[src/rtl/pipe_skid_stage.sv]
// Valid/ready pipeline register with a 2-entry skid buffer, flush, bubble
// clearing and stall/transfer counters. in_ready and out_valid come from state only.
module pipe_skid_stage #(
  parameter int DATA_W       = 32,
  parameter int CNT_W        = 16,
  parameter bit CLEAR_BUBBLE = 1'b1
) (
  input  logic              clk,
  input  logic              rst,
  input  logic              flush,
  input  logic              in_valid,
  output logic              in_ready,
  input  logic [DATA_W-1:0] in_data,
  output logic              out_valid,
  input  logic              out_ready,
  output logic [DATA_W-1:0] out_data,
  output logic [1:0]        occupancy,
  output logic [CNT_W-1:0]  stall_cnt,
  output logic [CNT_W-1:0]  xfer_cnt
);

  typedef enum logic [1:0] {EMPTY = 2'd0, ONE = 2'd1, TWO = 2'd2} state_e;

  state_e              state_q, state_d;
  logic [DATA_W-1:0]   main_q, main_d;
  logic [DATA_W-1:0]   skid_q, skid_d;
  logic [CNT_W-1:0]    stall_q, stall_d;
  logic [CNT_W-1:0]    xfer_q, xfer_d;
  logic                in_hs, out_hs;

  assign out_valid = (state_q != EMPTY);
  assign in_ready  = (state_q != TWO);
  assign occupancy = state_q;
  assign in_hs     = in_valid & in_ready;
  assign out_hs    = out_valid & out_ready;

  // main is zeroed on every path into EMPTY when bubbles are cleared, so it
  // can drive out_data directly.
  assign out_data  = main_q;
  assign stall_cnt = stall_q;
  assign xfer_cnt  = xfer_q;

  always_comb begin
    state_d = state_q;
    main_d  = main_q;
    skid_d  = skid_q;
    stall_d = stall_q;
    xfer_d  = xfer_q;

    if (out_valid && !out_ready && (stall_q != {CNT_W{1'b1}}))
      stall_d = stall_q + CNT_W'(1);
    if (out_hs)
      xfer_d = xfer_q + CNT_W'(1);

    if (flush) begin
      state_d = EMPTY;
      if (CLEAR_BUBBLE) begin
        main_d = '0;
        skid_d = '0;
      end
    end else begin
      unique case (state_q)
        EMPTY: if (in_hs) begin
          state_d = ONE;
          main_d  = in_data;
        end
        ONE: begin
          if (in_hs && out_ready) begin
            main_d = in_data;
          end else if (in_hs) begin
            state_d = TWO;
            skid_d  = in_data;
          end else if (out_ready) begin
            state_d = EMPTY;
            if (CLEAR_BUBBLE) main_d = '0;
          end
        end
        TWO: if (out_ready) begin
          state_d = ONE;
          main_d  = skid_q;
        end
        default: state_d = EMPTY;
      endcase
    end
  end

  always_ff @(posedge clk or posedge rst) begin
    if (rst) begin
      state_q <= EMPTY;
      main_q  <= '0;
      skid_q  <= '0;
      stall_q <= '0;
      xfer_q  <= '0;
    end else begin
      state_q <= state_d;
      main_q  <= main_d;
      skid_q  <= skid_d;
      stall_q <= stall_d;
      xfer_q  <= xfer_d;
    end
  end

endmodule

[config.mk]
export PLATFORM = sky130hd
export DESIGN_NAME = pipe_skid_stage
export DESIGN_NICKNAME = d
export VERILOG_FILES = /design/src/rtl/pipe_skid_stage.sv
export SDC_FILE = /design/constraint.sdc
export NUM_CORES = 1
export LEC_CHECK = 0
export ABC_CLOCK_PERIOD_IN_PS = 4520
export BUFFER_PORTS_ARGS = -buffer_cell sky130_fd_sc_hd__buf_2
export CORE_ASPECT_RATIO = 2
export CORE_MARGIN = 4
export CORE_UTILIZATION = 54
export DETAILED_ROUTE_END_ITERATION = 8
export GPL_ROUTABILITY_DRIVEN = 0
export PLACE_DENSITY = 0.79
export SKIP_CTS_REPAIR_TIMING = 1
export SYNTH_ARGS = -nofsm -noshare
export SYNTH_HDL_FRONTEND = slang
export SYNTH_SLANG_ARGS = --single-unit
[constraint.sdc]
create_clock -name clk -period 4.52 [get_ports clk]
set_input_delay 0.452 -clock clk [delete_from_list [all_inputs] [get_ports clk]]
set_output_delay 0.452 -clock clk [all_outputs]
set_load 0.005 [all_outputs]
==> run summary, run 1 <==
cell count after synthesis -> 480
CTS clock-pin slew for the worst setup and hold paths -> 0.06 ns
detailed-route vias per instance -> 5.69
number of placement rows -> 48
Total GRT Usage -> 21.8%
data arrival time of the critical path -> 3.34 ns
number of nets in the final layout -> 611
sequential fraction of the synthesis area -> 51.3%
Top Ports -> 105
total clock buffers created by CTS -> 9
maximum net fanout on the critical path -> 33
initial core utilization -> 55.3%
fill cell instance count of the final layout -> 696
total power -> 2900 uW
slew at the pin with the worst max-slew slack -> 1.12 ns
Synth Net Count -> 524
drt pass-1 iters -> 5
Async SR Flop Fraction -> 100%
worst setup skew after layout -> 0.00523 ns
Worst setup SP type -> flop
most frequent standard cell in the layout excluding fill and tap cells -> sky130_fd_sc_hd__buf_2
Chip Height -> 141 um
max-cap violations -> 0
biggest area consumer among synthesized cells -> sky130_fd_sc_hd__dfrtp_1
slew margin rel. -> 25.5%
Core ar. -> 0.00865 mm2
synth unique cells -> 34
level count of the clock H-tree -> 3
peak clock frequency supported by timing -> 321 MHz
stage delay of the slowest cell on the critical path -> 0.99 ns
width of the chip -> 74.5 um
Synth-to-Final Area Change -> 18.8%
Cell Area, Synth -> 0.00478 mm2
critical-path cell with the highest stage delay -> sky130_fd_sc_hd__ha_1
Post-Syn Area per Cell -> 9.96 um2
via count -> 3818
Primary FF master, synth -> sky130_fd_sc_hd__dfrtp_1
HP Class -> in2async
antenna violations before repair -> 0
EDFF count, synth -> 0
detailed-placement wirelength estimate -> 7590 um
CTS max path bufs -> 2
synth top area cells -> sky130_fd_sc_hd__dfrtp_1 (51%), sky130_fd_sc_hd__mux2_2 (8.0%), sky130_fd_sc_hd__o21ai_0 (6.7%)
DR WL/cell -> 16.2 um
total detailed-routing wirelength -> 10900 um
share of the cycle needed by the critical path after routing -> 69.0%
unrepaired setup endpoints after global routing -> false
post-layout minimum cycle time -> 3.12 ns
Worst IR Drop VDD -> 0.312 mV
clock sinks -> 98
proportion of layout cells with a drive suffix above 1 -> 28.4%
final std cells w/o fill -> 671
run status -> completed
final-report setup violation count -> 0
Root Buffer Master -> sky130_fd_sc_hd__clkbuf_16
final hold viol count -> 0
insertion delay of the later-clocked pin in the worst-skew pair -> 0.33 ns
number of storage elements in the synthesis netlist -> 98
endpoint kind of the worst setup timing path -> flop
remaining routing DRC violations -> 0
warnings from Yosys -> 0
leakage component of the power -> 0.00275 uW
TritonCTS clock tree -> done
Detailed Route Iter0 Violations -> 98
total die area -> 0.0105 mm2
quantity of I/O buffers inserted on ports -> 104
Antenna Nets Post-Route -> 0
pin count of the biggest net entering global routing -> 70
cell-by-cell trace of the critical path -> inv_1 > ha_1 > inv_1 > o21ai_0 > a21oi_1 > mux2_1
commonest cells after routing, fill and taps aside -> sky130_fd_sc_hd__buf_2 (104), sky130_fd_sc_hd__dfrtp_1 (98), sky130_fd_sc_hd__o21ai_0 (64), sky130_fd_sc_hd__nand2_1 (48), sky130_fd_sc_hd__nand3_1 (39)
power density relative to cell area -> 510 mW/mm2
Crit path top cell by count -> sky130_fd_sc_hd__inv_1
data required time at the worst endpoint -> 4.74 ns
number of global-route vias before repair -> 3802
final count of pins violating max slew -> 0
total instance count after detailed placement -> 656
Yosys top cell area share -> 51.3%
Total Negative Setup Slacks -> 0 ns
final global-route overflow total -> 0
wire length of the first global-routing pass -> 18000 um
Diodes inserted -> 0
Setup Crit Path Kind -> reg2reg
==> cell type report <==
type,instances,area [um2],area share (%)
Sequential cell,98,2450,43.2
Multi-Input combinational cell,342,2200,38.8
Timing Repair Buffer,107,543,9.56
Clock buffer,13,260,4.58
Tap cell,100,125,2.20
Clock inverter,2,60.1,1.06
Inverter,9,36.3,0.639
==> logic make-up after synthesis <==
| kind of cell | Yosys count | synth area share, % |
|---|---|---|
| compound gates | 102 | 10.9 |
| xor+xnor | 30 | 5.49 |
| fa+ha+maj | 7 | 1.83 |
| buf+inv | 40 | 3.27 |
| flops | 98 | 51.3 |
| mux | 37 | 8.69 |
| simple gates | 166 | 18.5 |
==> worst paths after layout <==
kind	from	end	cells after the start	slack [ns]
worst min-delay path	rst	xfer_cnt[5]$_DFFE_PP0P_	2	0.26
min in group clk	in_data[18]	skid_q[18]$_DFFE_PP0P_	3	0.38
worst min register to register	skid_q[16]$_DFFE_PP0P_	skid_q[16]$_DFFE_PP0P_	2	0.48
worst max register to register	occupancy[0]$_DFFE_PP0P_	out_data[24]$_DFFE_PP0P_	6	1.40
worst max-delay path	occupancy[0]$_DFFE_PP0P_	out_data[24]$_DFFE_PP0P_	6	1.40
max in group asynchronous	rst	stall_cnt[11]$_DFFE_PP0P_	3	3.28
==> cells in the mapped netlist (2+ instances only) <==
library cell,count
sky130_fd_sc_hd__a21oi_1,34
sky130_fd_sc_hd__clkbuf_1,26
sky130_fd_sc_hd__mux2_2,34
sky130_fd_sc_hd__nor3b_1,3
sky130_fd_sc_hd__nand2_1,48
sky130_fd_sc_hd__xnor2_1,11
sky130_fd_sc_hd__mux2_1,2
sky130_fd_sc_hd__dfrtp_1,98
sky130_fd_sc_hd__buf_2,5
sky130_fd_sc_hd__nor4_2,2
sky130_fd_sc_hd__nor2_1,9
sky130_fd_sc_hd__and4_1,3
sky130_fd_sc_hd__nand4_1,8
sky130_fd_sc_hd__nor4_1,4
sky130_fd_sc_hd__o21ai_0,64
sky130_fd_sc_hd__ha_1,7
sky130_fd_sc_hd__nand2b_1,35
sky130_fd_sc_hd__inv_1,9
sky130_fd_sc_hd__xor2_1,19
sky130_fd_sc_hd__nand3_1,39
sky130_fd_sc_hd__nor3_1,7
==> metrics by stage <==
| stage | instance area, um2 | hold WS (ns) | utilization (%) | setup WS (ns) |
|---|---|---|---|---|
| 2_1_floorplan | 4780 | 0.449 | - | 1.51 |
| 3_3_place_gp | 5360 | 0.460 | 62.0 | 1.54 |
| 3_5_place_dp | 5360 | 0.470 | 62.0 | 1.41 |
| 4_1_cts | 5680 | 0.287 | 65.7 | 1.40 |
| 5_1_grt | 5680 | 0.313 | 65.7 | 1.05 |
| 6_report | 5680 | 0.258 | 65.7 | 1.40 |
==> report_power, final <==
group          internal (uW)  switching, uW
registers               1060            147
logic                    382            487
clock network            513            308
==> worst max-delay path, delay by kind of cell, from the launching register on <==
kind                       cells  cell delay (ns)
buffers and inverters          2             0.80
adders and majority gates      1             0.99
DFF                            1             0.43
muxes                          1             0.33
AOI/OAI and AO/OA              2             0.44
==> sequential cells by signal, indices dropped and copies added (netlist names) <==
signal,cells
stall_cnt,16
occupancy,2
out_data,32
skid_q,32
xfer_cnt,16
==> metal layers <==
| layer | GRT usage (%) | part of all wire, % |
|---|---|---|
| met4 | 9.66 | 2.4 |
| met3 | 3.64 | 4.5 |
| met5 | 0 | 0 |
| met1 | 25.9 | 39 |
| met2 | 37.4 | 54 |
(Power assumes the default switching activity.)
==> inputs of run 2 (changes only) <==
ABC_CLOCK_PERIOD_IN_PS = 3000   (was 4520)
clock period = 3 ns   (was 4.52 ns; I/O delays follow)
==> run summary, run 2 (synthesized netlist as in run 1, its figures left out) <==
DR WL/cell -> 16.0 um (-1.4%)
switching share of power -> 32.7% (+0.21 points)
Core ar. -> 0.00865 mm2 (unchanged)
data required time at the worst endpoint -> 3.22 ns (-1.52 ns)
detailed-placement wirelength estimate -> 7550 um (-0.52%)
Worst setup SP type -> flop
power density relative to cell area -> 761 mW/mm2 (+49%)
leakage component of the power -> 0.00278 uW (+1.3%)
final-report setup violation count -> 0 (unchanged)
max-cap violations -> 0 (unchanged)
Total Negative Setup Slacks -> 0 ns (unchanged)
initial core utilization -> 55.3% (unchanged)
level count of the clock H-tree -> 3 (unchanged)
total die area -> 0.0105 mm2 (unchanged)
part of the total power dissipated in the clock network -> 28.1% (-0.2 points)
Worst IR Drop VDD -> 0.479 mV (+53%)
peak clock frequency supported by timing -> 401 MHz (+25%)
final-layout worst hold slack -> 0.0379 ns (-0.220 ns)
Internal -> 2940 uW (+50%)
footprint of the multi-input gates -> 0.00220 mm2 (unchanged)
detailed-route vias per instance -> 5.70 (+0.21%)
CTS clock-pin slew for the worst setup and hold paths -> 0.07 ns (about the same)
switching power of the nets -> 1430 uW (+52%)
number of placement rows -> 48 (unchanged)
slew at the pin with the worst max-slew slack -> 1.03 ns (-0.0834 ns)
share of the cycle needed by the critical path after routing -> 83.2% (+14 points)
insertion delay of the later-clocked pin in the worst-skew pair -> 0.34 ns (about the same)
HP Class -> in2async
core utilization of the finished layout -> 66.3% (+0.67 points)
post-layout minimum cycle time -> 2.50 ns (-0.623 ns)
final global-route overflow total -> 0 (unchanged)
maximum net fanout on the critical path -> 33 (unchanged)
Chip Height -> 141 um (unchanged)
remaining routing DRC violations -> 0 (unchanged)
Top Ports -> 105 (unchanged)
width of the chip -> 74.5 um (unchanged)
most frequent standard cell in the layout excluding fill and tap cells -> sky130_fd_sc_hd__buf_2
fill cell instance count of the final layout -> 693 (-0.43%)
final count of pins violating max slew -> 0 (unchanged)
clock sinks -> 98 (unchanged)
endpoint kind of the worst setup timing path -> flop
worst setup skew after layout -> 0.00646 ns (+0.00124 ns)
commonest cells after routing, fill and taps aside -> sky130_fd_sc_hd__buf_2 (104), sky130_fd_sc_hd__dfrtp_1 (98), sky130_fd_sc_hd__o21ai_0 (64), sky130_fd_sc_hd__nand2_1 (48), sky130_fd_sc_hd__nand3_1 (39)
pin count of the biggest net entering global routing -> 99 (+41%)
total power -> 4370 uW (+51%)
TritonCTS clock tree -> done
data arrival time of the critical path -> 2.72 ns (-0.62 ns)
drt pass-1 iters -> 4 (-1)
total detailed-routing wirelength -> 10900 um (-0.39%)
combinational fraction of design power -> 30.4% (+0.4 points)
via count -> 3866 (+1.3%)
Root Buffer Master -> sky130_fd_sc_hd__clkbuf_16
Setup Crit Path Kind -> reg2reg
run status -> completed
Register Area -> 0.00245 mm2 (unchanged)
Synth-to-Final Area Change -> 20.0%
number of nets in the final layout -> 617 (+0.98%)
Detailed Route Iter0 Violations -> 140 (+43%)
antenna violations before repair -> 0 (unchanged)
final hold viol count -> 0 (unchanged)
wire length of the first global-routing pass -> 17900 um (-0.38%)
slew margin rel. -> 31.2% (+5.7 points)
CTS max path bufs -> 2 (unchanged)
proportion of layout cells with a drive suffix above 1 -> 29.4% (+1.0 points)
number of global-route vias before repair -> 3957 (+4.1%)
Antenna Nets Post-Route -> 0 (unchanged)
unrepaired setup endpoints after global routing -> false
quantity of I/O buffers inserted on ports -> 104 (unchanged)
Diodes inserted -> 0 (unchanged)
total clock buffers created by CTS -> 9 (unchanged)
sequential share of power -> 41.5% (-0.2 points)
Total GRT Usage -> 21.5% (-0.22 points)
==> run 2: metrics by stage <==
| step | cell area (um2) | std cells | worst slack, ns |
|---|---|---|---|
| 4_1_cts | 5740 | 678 | 0.492 |
| 2_1_floorplan | 4780 | 480 | 0.138 |
| 6_report | 5740 | 678 | 0.504 |
| 5_1_grt | 5740 | 678 | 0.298 |
| 3_5_place_dp | 5420 | 662 | 0.504 |
| 3_3_place_gp | 5420 | 662 | 0.668 |
==> run 2: power groups by stage <==
stage / registers (uW) / clock network, uW / logic [uW]
floorplan: 1830 / 0 / 828
global placement: 1810 / 0 / 1300
detailed placement: 1830 / 0 / 1340
CTS: 1810 / 1260 / 1350
global route: 1850 / 1300 / 1480
finish: 1810 / 1230 / 1330
==> run 2: area by class of cell <==
class,count,share of cell area [%]
multi-input cells,342,38.4
flip-flops and latches,98,42.7
well taps,100,2.18
clock buffers,11,4.23
inverters,9,0.632
clock inverters,5,1.35
repair buffers,113,10.5
==> run 2: path summary, 6_finish.rpt <==
| check | from | endpoint | slack (ns) | cells past startpoint |
|---|---|---|---|---|
| max | occupancy[0]$_DFFE_PP0P_ | out_data[5]$_DFFE_PP0P_ | 0.50 | 7 |
| min | rst | xfer_cnt[5]$_DFFE_PP0P_ | 0.04 | 3 |
| max reg2reg | occupancy[0]$_DFFE_PP0P_ | out_data[5]$_DFFE_PP0P_ | 0.50 | 7 |
| min reg2reg | xfer_cnt[15]$_DFFE_PP0P_ | xfer_cnt[15]$_DFFE_PP0P_ | 0.47 | 1 |
| max in group asynchronous | rst | stall_cnt[12]$_DFFE_PP0P_ | 2.50 | 3 |
| min in group clk | in_data[18] | skid_q[18]$_DFFE_PP0P_ | 0.22 | 3 |
==> run 2: worst max-delay path, stage by stage, from the launching register on <==
cell and delay (ns):
sky130_fd_sc_hd__dfrtp_1 0.44, sky130_fd_sc_hd__inv_1 0.12, sky130_fd_sc_hd__ha_1 0.29, sky130_fd_sc_hd__buf_4 0.33
sky130_fd_sc_hd__inv_1 0.48, sky130_fd_sc_hd__o21ai_0 0.33, sky130_fd_sc_hd__a21oi_1 0.11, sky130_fd_sc_hd__mux2_2 0.29
==> run 2: per-layer routing <==
layer | track usage, % | share of wire, %
met5 | 0 | 0
met4 | 8.54 | 1.9
met3 | 3.71 | 4.7
met2 | 38.5 | 56
met1 | 24.5 | 38
